[config.mk]
export PLATFORM = sky130hd
export DESIGN_NAME = pipe_stage_buf
export DESIGN_NICKNAME = d
export VERILOG_FILES = /design/src/rtl/pipe_pkg.sv /design/src/rtl/pipe_entry.sv /design/src/rtl/pipe_stage_buf.sv
export SDC_FILE = /design/constraint.sdc
export NUM_CORES = 1
export LEC_CHECK = 0
export ABC_AREA = 0
export CORE_AREA = 5 5 157 159
export CTS_BUF_LIST = sky130_fd_sc_hd__clkbuf_16
export DETAILED_ROUTE_END_ITERATION = 7
export DIE_AREA = 0 0 162 164
export PLACE_DENSITY = 0.72
export SYNTH_ARGS = -nofsm -noshare
export SYNTH_HDL_FRONTEND = slang
export SYNTH_SLANG_ARGS = --single-unit
[constraint.sdc]
create_clock -name clk -period 2.1 [get_ports clk]
set_input_delay 0.42 -clock clk [delete_from_list [all_inputs] [get_ports clk]]
set_output_delay 0.42 -clock clk [all_outputs]
set_load 0.03 [all_outputs]
[src/rtl/pipe_pkg.sv]
// pipe_pkg: shared state encoding, default widths and MEM/WB control word layout for pipe_stage_buf
package pipe_pkg;
  typedef enum logic [1:0] {
    EMPTY = 2'd0,
    ONE   = 2'd1,
    TWO   = 2'd2
  } state_t;
  typedef struct packed {
    logic       reg_write;
    logic [1:0] reg_src;
    logic       is_word;
    logic [1:0] byte_number;
    logic [1:0] spare;
  } memwb_ctrl_t;
  localparam int DEF_DATA_W = 104;
  localparam int DEF_CTRL_W = $bits(memwb_ctrl_t);
endpackage

[src/rtl/pipe_entry.sv]
// pipe_entry: one {valid, halted, ctrl, data} holding register with load and clear
module pipe_entry #(
  parameter int DATA_W = 104,
  parameter int CTRL_W = 8
) (
  input  logic              clk,
  input  logic              rst_b,
  input  logic              i_load,
  input  logic              i_clear,
  input  logic              i_valid,
  input  logic              i_halted,
  input  logic [CTRL_W-1:0] i_ctrl,
  input  logic [DATA_W-1:0] i_data,
  output logic              o_valid,
  output logic              o_halted,
  output logic [CTRL_W-1:0] o_ctrl,
  output logic [DATA_W-1:0] o_data
);
  logic              r_valid;
  logic              r_halted;
  logic [CTRL_W-1:0] r_ctrl;
  logic [DATA_W-1:0] r_data;
  // clear beats load so a squashed word never lands; cleared entries read as all-zero bubbles
  always_ff @(posedge clk or negedge rst_b)
    if (!rst_b) begin
      r_valid  <= 1'b0;
      r_halted <= 1'b0;
      r_ctrl   <= '0;
      r_data   <= '0;
    end else if (i_clear) begin
      r_valid  <= 1'b0;
      r_halted <= 1'b0;
      r_ctrl   <= '0;
      r_data   <= '0;
    end else if (i_load) begin
      r_valid  <= i_valid;
      r_halted <= i_halted;
      r_ctrl   <= i_ctrl;
      r_data   <= i_data;
    end
  assign o_valid  = r_valid;
  assign o_halted = r_halted;
  assign o_ctrl   = r_ctrl;
  assign o_data   = r_data;
endmodule

[src/rtl/pipe_stage_buf.sv]
// pipe_stage_buf: elastic inter-stage buffer with skid, flush and halt drain; PIPE_STAGE_TRACE_EN adds transfer trace and protocol checks
module pipe_stage_buf
  import pipe_pkg::*;
#(
  parameter int DATA_W        = DEF_DATA_W,
  parameter int CTRL_W        = DEF_CTRL_W,
  parameter int SKID_EN_DEPTH = 1
) (
  input  logic              clk,
  input  logic              rst_b,
  input  logic              in_valid,
  output logic              in_ready,
  input  logic [DATA_W-1:0] in_data,
  input  logic [CTRL_W-1:0] in_ctrl,
  input  logic              in_halted,
  input  logic              flush,
  output logic              out_valid,
  input  logic              out_ready,
  output logic [DATA_W-1:0] out_data,
  output logic [CTRL_W-1:0] out_ctrl,
  output logic              out_halted,
  output logic [1:0]        occupancy
);
  state_t            r_state;
  state_t            w_next;
  logic              r_halt_seen;
  logic              w_in_ready;
  logic              w_in_xfer;
  logic              w_from_skid;
  logic              w_main_load;
  logic              w_main_clear;
  logic              w_skid_load;
  logic              w_skid_clear;
  logic              w_main_valid;
  logic              w_main_halted;
  logic [CTRL_W-1:0] w_main_ctrl;
  logic [DATA_W-1:0] w_main_data;
  logic              w_skid_valid;
  logic              w_skid_halted;
  logic [CTRL_W-1:0] w_skid_ctrl;
  logic [DATA_W-1:0] w_skid_data;
  logic              w_src_halted;
  logic [CTRL_W-1:0] w_src_ctrl;
  logic [DATA_W-1:0] w_src_data;
  // state register
  always_ff @(posedge clk or negedge rst_b)
    if (!rst_b) r_state <= EMPTY;
    else r_state <= w_next;
  // an accepted halt closes the input until flush or reset; a flushed halt never counts
  always_ff @(posedge clk or negedge rst_b)
    if (!rst_b) r_halt_seen <= 1'b0;
    else if (flush) r_halt_seen <= 1'b0;
    else if (w_in_xfer && in_halted) r_halt_seen <= 1'b1;
  // handshake, next state and steering of the main/skid entries
  always_comb begin
    w_in_ready   = (SKID_EN_DEPTH != 0) ? (r_state != TWO) && !r_halt_seen
                                        : (!w_main_valid || out_ready) && !r_halt_seen;
    w_in_xfer    = in_valid && w_in_ready;
    w_from_skid  = (r_state == TWO) && out_ready;
    w_main_load  = w_from_skid || (w_in_xfer && ((r_state == EMPTY) || out_ready));
    w_main_clear = flush || ((r_state == ONE) && !w_in_xfer && out_ready);
    w_skid_load  = (SKID_EN_DEPTH != 0) && (r_state == ONE) && w_in_xfer && !out_ready;
    w_skid_clear = flush || w_from_skid;
    w_src_halted = (r_state == TWO) ? w_skid_halted : in_halted;
    w_src_ctrl   = (r_state == TWO) ? w_skid_ctrl : in_ctrl;
    w_src_data   = (r_state == TWO) ? w_skid_data : in_data;
    w_next       = flush ? EMPTY :
                   (r_state == EMPTY) ? (w_in_xfer ? ONE : EMPTY) :
                   (r_state == ONE) ? (w_in_xfer ? ((out_ready || SKID_EN_DEPTH == 0) ? ONE : TWO)
                                                 : (out_ready ? EMPTY : ONE)) :
                   (out_ready ? ONE : TWO);
  end
  pipe_entry #(.DATA_W(DATA_W), .CTRL_W(CTRL_W)) u_main (
    .clk     (clk),
    .rst_b   (rst_b),
    .i_load  (w_main_load),
    .i_clear (w_main_clear),
    .i_valid (1'b1),
    .i_halted(w_src_halted),
    .i_ctrl  (w_src_ctrl),
    .i_data  (w_src_data),
    .o_valid (w_main_valid),
    .o_halted(w_main_halted),
    .o_ctrl  (w_main_ctrl),
    .o_data  (w_main_data)
  );
  pipe_entry #(.DATA_W(DATA_W), .CTRL_W(CTRL_W)) u_skid (
    .clk     (clk),
    .rst_b   (rst_b),
    .i_load  (w_skid_load),
    .i_clear (w_skid_clear),
    .i_valid (1'b1),
    .i_halted(in_halted),
    .i_ctrl  (in_ctrl),
    .i_data  (in_data),
    .o_valid (w_skid_valid),
    .o_halted(w_skid_halted),
    .o_ctrl  (w_skid_ctrl),
    .o_data  (w_skid_data)
  );
  assign in_ready   = w_in_ready;
  assign out_valid  = w_main_valid;
  assign out_data   = w_main_valid ? w_main_data : '0;
  assign out_ctrl   = w_main_valid ? w_main_ctrl : '0;
  assign out_halted = w_main_valid && w_main_halted;
  assign occupancy  = r_state;
`ifdef PIPE_STAGE_TRACE_EN
  // trace each downstream transfer and flag handshake or bubble violations
  always @(posedge clk)
    if (rst_b && out_valid && out_ready)
      $display("%0t pipe_stage_buf ctrl=%0h halted=%0b occ=%0d", $time, out_ctrl, out_halted, occupancy);
  a_in_hold: assert property (@(posedge clk) disable iff (!rst_b)
    (in_valid && !in_ready && !flush) |=> in_valid);
  a_bubble: assert property (@(posedge clk) disable iff (!rst_b)
    !out_valid |-> (out_ctrl == '0));
`endif
endmodule

; ---- Word-level counts from Yosys, hierarchy flattened
; Index checks and enable logic that the tools add are counted.
[op_classes]
eq_ne = 3
n_reduce_logical = 21
muxes = 28
[ops]
columns = cell, n
row1 = two-way mux 104 bit, 6
row2 = two-way mux 8 bit, 6
row3 = two-way mux 1 bit, 11
row4 = logical AND 1 bit, 10
row5 = two-way mux 2 bit, 5
row6 = nonzero test 2 bit, 3
row7 = logical OR 1 bit, 4
row8 = logical NOT 1 bit, 3
row9 = == test 2 x 1 -> 1 bit (second input constant), 1
row10 = == test 2 bit (second input constant), 1
row11 = logical NOT 2 bit, 1
row12 = != test 2 bit (second input constant), 1
[totals]
out_inout_bits = 117
regBits = 230
word_cells = 61

; ---- Longest topological paths before layout
; Gate-level depths: netlist of the first run.
[logic_depth]
word_depth = 8
depth_mapped = 9
ltp_nobuf = 4

; ---- Modules after synthesis
; From an unflattened synthesis of the first run, not the netlist that was laid out.
[unflattened]
cells_unflattened = 1012
hier_area_um2 = 11826.3
[by_module_without_submodules]
columns = mod, seq_area_each_um2, area_per_inst_um2, n_inst, cells_per_inst
row1 = pipe_entry, 2852.7, 4653.2, 2, 368
row2 = pipe_stage_buf, 75.1, 2519.9, 1, 276

; ---- Least setup slack after synthesis of the first run
; OpenSTA, ideal clock, no wires.
[synth_path]
path_type = register -> output
from = register r_state[1], in the netlist occupancy[1]
to = output in_ready
path_buffers = 4
path_slack_ns = -0.065
arrival_ns = 1.745
path_stages_with_launch = 7
required_time_ns = 1.680
cell_sequence = dfrtp_1 buf_4 nor2b_1 buf_4 buf_4 buf_2 nor2_1
[synth_between]
elab_chain_cells = 2
[synth_rtl]
columns = item, line_no
row1 = start: declaration, pipe_stage_buf.sv:24  ; state_t r_state;
row2 = start signal: assignment, pipe_stage_buf.sv:48  ; else r_state <= w_next;
row3 = != test 2 bit, pipe_stage_buf.sv:56  ; w_in_ready = (SKID_EN_DEPTH != 0) ? (r_state != TWO) && !r_halt_seen
row4 = logical AND 1 bit, pipe_stage_buf.sv:56
row5 = end: declaration, pipe_stage_buf.sv:12  ; output logic in_ready,
; No other way between the ends.

; ---- Worst setup path in the final report of the first run
[layout_path]
from = register u_main.r_valid, in the netlist u_main.o_valid
to = output out_data[42]
[layout_between]
elab_chain_cells = 1
[layout_rtl]
columns = item, line_no
row1 = start: declaration, pipe_entry.sv:19  ; logic r_valid;
row2 = start signal: assignment, pipe_entry.sv:36  ; r_valid <= i_valid;
row3 = two-way mux 104 bit, pipe_stage_buf.sv:103  ; assign out_data = w_main_valid ? w_main_data : '0;
row4 = end: declaration, pipe_stage_buf.sv:19  ; output logic [DATA_W-1:0] out_data,
; No other way between the ends.

==> results of run 1 <==
==> logic make-up after synthesis <==
| group | after synthesis | share of synthesized area [%] |
|---|---|---|
| compound gates | 238 | 20.3 |
| flops | 230 | 56.4 |
| simple gates | 132 | 7.88 |
| mux | 113 | 11.1 |
| buf+inv | 79 | 4.38 |
==> repair_timing <==
action	in CTS	in global routing
gates resized for setup	196	109
buffers inserted	4	1
hold buffers	1	0
endpoints found under the hold margin	38	0
gates cloned	2	2
setup endpoints to repair	73	82
==> per-layer routing <==
metal	wire length, um	vias to the layer above	global-route usage, %
li1	-	3384	-
met1	12300	3819	28.7
met2	13200	215	32.9
met3	1530	43	3.66
met4	606	0	5.46
met5	0	-	0
==> stage by stage <==
stage | power, W | instance area (um^2)
2_1_floorplan | 0.00558 | 10200
3_3_place_gp | 0.00632 | 12800
3_5_place_dp | 0.00633 | 12800
4_1_cts | 0.0106 | 14000
5_1_grt | 0.0109 | 13900
6_report | 0.0105 | 13900
==> how the worst min path moves through the flow <==
| stage | endpoint | slack [ns] | depth (start not counted) |
|---|---|---|---|
| 4_1_cts | u_main.o_data[22] | 0.39 | 2 |
| 5_1_grt | u_main.o_data[40] | 0.41 | 2 |
| 3_5_place_dp | u_skid.o_data[35] | 0.34 | 1 |
| 3_3_place_gp | u_skid.o_data[39] | 0.34 | 1 |
| 2_1_floorplan | occupancy[0] | 0.12 | 0 |
| 6_report | u_main.o_data[40] | 0.39 | 2 |
==> placed cells by master (no fill, tap or decap), types with 3 or more instances in the layout <==
| cell type | n |
|---|---|
| sky130_fd_sc_hd__buf_12 | 21 |
| sky130_fd_sc_hd__and2_4 | 47 |
| sky130_fd_sc_hd__buf_2 | 35 |
| sky130_fd_sc_hd__o2bb2ai_1 | 113 |
| sky130_fd_sc_hd__buf_6 | 52 |
| sky130_fd_sc_hd__clkdlybuf4s15_2 | 5 |
| sky130_fd_sc_hd__a22o_1 | 113 |
| sky130_fd_sc_hd__clkdlybuf4s50_1 | 116 |
| sky130_fd_sc_hd__dfrtp_2 | 3 |
| sky130_fd_sc_hd__mux2i_1 | 113 |
| sky130_fd_sc_hd__clkinv_2 | 3 |
| sky130_fd_sc_hd__clkbuf_16 | 27 |
| sky130_fd_sc_hd__dfrtp_1 | 227 |
| sky130_fd_sc_hd__inv_1 | 3 |
| sky130_fd_sc_hd__nor2_1 | 5 |
| sky130_fd_sc_hd__buf_4 | 37 |
| sky130_fd_sc_hd__clkinv_1 | 10 |
| sky130_fd_sc_hd__nand2_1 | 3 |
| sky130_fd_sc_hd__nor3_1 | 4 |
| sky130_fd_sc_hd__and2_1 | 66 |
==> registers in the layout, summed over array words and instances (netlist names) <==
signal,count
u_main.o_data,104
u_skid.o_data,104
u_main.o_ctrl,8
u_skid.o_ctrl,8
occupancy,2
r_halt_seen,1
u_main.o_halted,1
u_main.o_valid,1
u_skid.o_halted,1
==> cell usage after synthesis <==
library cell                number  share of area [%]
sky130_fd_sc_hd__nor4_2          1               0.12
sky130_fd_sc_hd__a21oi_1         2              0.098
sky130_fd_sc_hd__o21ai_1         1              0.049
sky130_fd_sc_hd__nor2b_1         2               0.12
sky130_fd_sc_hd__nand3b_1        1              0.074
sky130_fd_sc_hd__buf_6           9               0.99
sky130_fd_sc_hd__nor3_1          4               0.20
sky130_fd_sc_hd__and2_1        113                6.9
sky130_fd_sc_hd__a211oi_1        1              0.074
sky130_fd_sc_hd__a22o_1        113                9.7
sky130_fd_sc_hd__dfrtp_1       230                 56
sky130_fd_sc_hd__mux2i_1       113                 11
sky130_fd_sc_hd__clkbuf_1       23               0.85
sky130_fd_sc_hd__nand2b_1        1              0.061
sky130_fd_sc_hd__o21ai_0         1              0.049
sky130_fd_sc_hd__a21o_1          1              0.074
sky130_fd_sc_hd__buf_4          10               0.74
sky130_fd_sc_hd__inv_1           1              0.037
sky130_fd_sc_hd__a211oi_4        1               0.20
sky130_fd_sc_hd__nand3_1         1              0.049
sky130_fd_sc_hd__o21bai_1        2               0.15
sky130_fd_sc_hd__o22ai_1         1              0.061
sky130_fd_sc_hd__buf_2          36                1.8
sky130_fd_sc_hd__nand2_1         3               0.11
sky130_fd_sc_hd__a31oi_1         1              0.061
sky130_fd_sc_hd__nor2_1          6               0.22
sky130_fd_sc_hd__o2bb2ai_1     113                9.7
sky130_fd_sc_hd__a21boi_0        1              0.074
==> area by class of cell <==
| cell class | count | area, um^2 |
|---|---|---|
| tap | 290 | 363 |
| multi-input combinational | 483 | 4160 |
| inverter | 1 | 3.75 |
| timing repair buffer | 276 | 2850 |
| fill | 1864 | 9230 |
| sequential | 230 | 5760 |
| clock buffer | 25 | 626 |
| clock inverter | 18 | 129 |
==> where the power goes <==
part	internal (W)	switching (W)	total, W
Clock	0.00239	0.00175	0.00414
Combinational	0.000718	0.000839	0.00156
Sequential	0.00467	0.000144	0.00481
Total	0.00777	0.00273	0.0105
==> worst max-delay path, cell delays in order, from the launching register on <==
cell and delay, ns:
sky130_fd_sc_hd__dfrtp_2 0.44, sky130_fd_sc_hd__buf_12 0.15, sky130_fd_sc_hd__buf_12 0.14, sky130_fd_sc_hd__clkbuf_16 0.16, sky130_fd_sc_hd__and2_1 0.14, sky130_fd_sc_hd__buf_6 0.13
==> flow_summary.ini, run 1 <==
[status]
status = complete, no violations

[worst_setup_path]
regToRegEndpoint = u_skid.o_data[25]
crit_path_class = reg2out
category_of_the_worst_setup_path_launch_point = flop
critical_path.max_fanout = 7
ff2ff_path_depth = 5
worst_setup_path_startpoint = u_main.o_valid
required_ns = 1.68
r2r-start = occupancy[1]
worst_setup_path_end_kind = primary output
arrival_ns = 1.67
timing.reg2reg.setup_slack_ns = 0.36
setup.worst_path.end = out_data[42]

[placed_design]
portBuffers = 234
preCtsSetupSlack_ns = -0.0522
place.detailed.instances = 1270
place_hpwl_mm = 16.8
global_placement_routability_congestion = 0.752

[clock_network]
cts-root-buf = sky130_fd_sc_hd__clkbuf_16
numCtsBuffers = 25
cts.htree.levels = 1
number_of_clock_sinks = 230
path_clk_slew_ns = 0.06
buffer_levels_on_the_longest_clock_path = 3
cts_tree = done
clock_insertion_delay_worst_skew_ns = 0.51

[logic_synthesis]
yosysWarnings = 0
synth_seq_area_share_pct = 56.4
synth.cell_area_mm2 = 0.0102
synthDistinctLibCells = 28
ffs_latches_synth = 230
synth_area_per_cell_um2 = 12.9
netlist_instances = 792
syn-num-nets = 910

[sta]
grt_setup_unrepaired = yes
fin_tns_setup_ns = 0
slew_limit_fails = 0
post-route-min-period_ns = 2.09
fin_skew_ns = 0.0130
timing.slew.headroom_pct = 71.3
pin_slew_with_the_least_headroom_to_its_limit_ns = 0.431
postLayoutSetupSlackWorst_ns = 0.00893
final_worst_path_period_share_pct = 99.6
highest_clock_rate_ghz = 0.478
setup-violations-final = 0
worst_hold_slack_ns = 0.394
hold_viol = 0

[hold_path]
worst_hold_path_type = in2async

[power_and_ir_drop]
p_leak_nw = 6.16
power_per_cell_area_mw_per_mm2 = 756
worst_ir_drop_vdd_v = 0.000490

[layout]
layout-drive-gt1-share_pct = 23.6
final_cells = 1323
syn_to_final_growth_pct = 36.1
design.final.nets = 1135
final_core_utilization_pct = 60.1
n_antenna_cell = 0

[die]
die-area_mm2 = 0.0266
rows = 56
fp.dieH_um = 164
fp.dieW_um = 162
design.portCount = 235
core-area_mm2 = 0.0231
initial_utilization_pct = 44.1

[route]
routed_wl_mm = 27.6
drtPass1Iterations = 5
dr.first_iter.drc_count = 412
wl_per_cell_um = 20.9
vias = 7461
detail_route.vias_per_cell = 5.64
route.detailed.drc = 0
post_drt_antenna_nets = 0

[job]
maxCapViolCount = 0

[global_route]
grt_max_degree = 70
antenna_found_initial = 0
groute.usage.overall_pct = 20.4
global_route.overflow_total = 0
number_of_global_route_vias_before_repair = 7916
first_pass_grt_wire_length_mm = 44.4
No activity file was read; power rests on OpenSTA's default activity.
==> run 2: changes to the inputs <==
Settings changed: CORE_AREA 5 5 157 159 to 3 3 147 149, DIE_AREA 0 0 162 164 to 0 0 150 152, PLACE_DENSITY 0.72 to 0.79, SLEW_MARGIN set to 20.
==> run 2 against run 1 <==
Net effect: core utilization is 7.7 points higher; clock skew is 0.00079 ns lower; global-route usage is 2.5 points higher; sequential cell count stayed put; first-iteration DRC count is 21% lower; non-clock buffer count is 13 higher; sequential share of layout area is 0.42 points higher; register-to-register slack worse by 0.04 ns.
==> flow_summary.ini, run 2 (synthesis results as in run 1) <==
[global_route]
gr_layer_usage_met3_pct = 4.56
first_pass_grt_wire_length_mm = 42.9
gr-usage-met1_pct = 32.6
grt_max_degree = 61
global_route.peak_usage_layer = met2
global_route.overflow_total = 0
groute.usage.overall_pct = 22.9
number_of_global_route_vias_before_repair = 7879
antenna_found_initial = 1
use_met2_pct = 36.1

[power_and_ir_drop]
p_leak_nw = 6.11
power_per_cell_area_mw_per_mm2 = 757
worst_ir_drop_vdd_v = 0.000503

[route]
post_drt_antenna_nets = 0
drtPass1Iterations = 4
detail_route.vias_per_cell = 5.75
route.detailed.drc = 0
dr.first_iter.drc_count = 326
wl_per_cell_um = 20.3
vias = 7573
routed_wl_mm = 26.7

[layout]
leading_cell_type_in_the_layout_fill_and_taps_excluded = sky130_fd_sc_hd__dfrtp_1
layout-drive-gt1-share_pct = 20.1
layout.cells.most_common_list = sky130_fd_sc_hd__dfrtp_1, sky130_fd_sc_hd__clkdlybuf4s50_1, sky130_fd_sc_hd__mux2i_1, sky130_fd_sc_hd__o2bb2ai_1, sky130_fd_sc_hd__a22o_1
syn_to_final_growth_pct = 34.7
final_cells = 1318
n_antenna_cell = 0
design.final.nets = 1148
fill_cells = 1540

[die]
core-area_mm2 = 0.0203
die-area_mm2 = 0.0228
design.portCount = 235
rows = 52
fp.dieH_um = 152
fp.dieW_um = 150
initial_utilization_pct = 50.3

[worst_setup_path]
crit_path_class = reg2out
arrival_ns = 1.64
category_of_the_worst_setup_path_launch_point = flop
required_ns = 1.68
critical_path.cell_chain = buf_12, buf_12, and2_1, buf_4
worst_setup_path_end_kind = primary output
cp_slowest_stage_delay_ns = 0.39
critical-path-top-cell-by-count = sky130_fd_sc_hd__buf_12
cpMaxStageDelayCell = sky130_fd_sc_hd__dfrtp_2
r2r-start = occupancy[0]
critical_path.max_fanout = 51
ff2ff_path_depth = 5
timing.reg2reg.setup_slack_ns = 0.32
regToRegEndpoint = u_main.o_ctrl[0]

[sta]
post-route-min-period_ns = 2.06
final_worst_path_period_share_pct = 98.0
hold_viol = 0
pin_slew_with_the_least_headroom_to_its_limit_ns = 0.485
setup-violations-final = 0
postLayoutSetupSlackWorst_ns = 0.0426
timing.slew.headroom_pct = 67.7
grt_setup_unrepaired = yes
fin_skew_ns = 0.0122
worst_hold_slack_ns = 0.440
slew_limit_fails = 0
highest_clock_rate_ghz = 0.486

[placed_design]
preCtsSetupSlack_ns = -0.100
place_hpwl_mm = 17.3
place.detailed.instances = 1271
global_placement_routability_congestion = 0.788
portBuffers = 234

[clock_network]
path_clk_slew_ns = 0.06
buffer_levels_on_the_longest_clock_path = 3
clock_insertion_delay_worst_skew_ns = 0.51
cts-root-buf = sky130_fd_sc_hd__clkbuf_16
cts.htree.levels = 1
numCtsBuffers = 25
cts_tree = done
number_of_clock_sinks = 230

[hold_path]
worst_hold_path_type = in2async

[job]
maxCapViolCount = 0

[status]
status = complete, no violations
[run 2: changes by cell type in the layout (fill, tap and decap cells not counted), moves of 7 or more]
cell / delta
sky130_fd_sc_hd__buf_6: -45
sky130_fd_sc_hd__clkbuf_2: +15
sky130_fd_sc_hd__and2_4: -45
sky130_fd_sc_hd__buf_4: +62
sky130_fd_sc_hd__buf_12: +7
sky130_fd_sc_hd__buf_2: -28
sky130_fd_sc_hd__clkdlybuf4s15_2: +7
sky130_fd_sc_hd__and2_1: +45
[run 2: what timing repair did]
action,CTS,global route
resized for setup,90,41
hold buffers,1,0
setup endpoints to repair,62,71
setup buffers,1,0
hold endpoints to repair,54,0
[run 2: final cells by class]
class                      instances  area (um^2)  share of cell area, %
clock buffer                      25          626                   4.55
clock inverter                    20          134                  0.974
sequential                       230         5760                   41.9
inverter                           1         3.75                 0.0273
tap                              270          338                   2.46
timing repair buffer             289         2840                   20.7
multi-input combinational        483         4050                   29.5
[run 2: power by group]
group | internal [W] | switching, W | leakage, nW
Combinational | 0.000687 | 0.000822 | 2.58
Clock | 0.00239 | 0.00170 | 0.391
Sequential | 0.00467 | 0.000135 | 3.13
[run 2: worst max-delay path: cells and delay by family, from the launching register on]
kind	cells	cell delay [ns]
buffers and inverters	3	0.57
and+or+nand+nor	1	0.17
DFF	1	0.39
[run 2: metrics by stage]
step	power, W	util (%)	TNS (ns)	area (um^2)
floorplan	0.00558	-	0	10200
global placement	0.00637	64.2	-1.72	13000
detailed placement	0.00639	64.2	-3.87	13000
CTS	0.0105	68.1	-0.00217	13800
global route	0.0108	67.7	-0.108	13800
finish	0.0104	67.7	0	13800
[run 2: worst max-delay path by stage]
stage	from	endpoint	slack [ns]	cells past startpoint
floorplan	occupancy[1]	in_ready	0.07	6
global placement	in_valid	u_skid.o_data[37]	-0.04	7
detailed placement	in_valid	u_skid.o_data[31]	-0.10	7
CTS	u_main.o_valid	out_data[1]	-0.002	3
global route	u_main.o_valid	out_data[26]	-0.05	4
finish	u_main.o_valid	out_data[26]	0.04	4
[run 2: per-layer routing]
layer  up-vias  wire (um)
met5         -         13
met2       233      12700
met1      3856      11900
li1       3428          -
met3        54       1480
met4         2        714
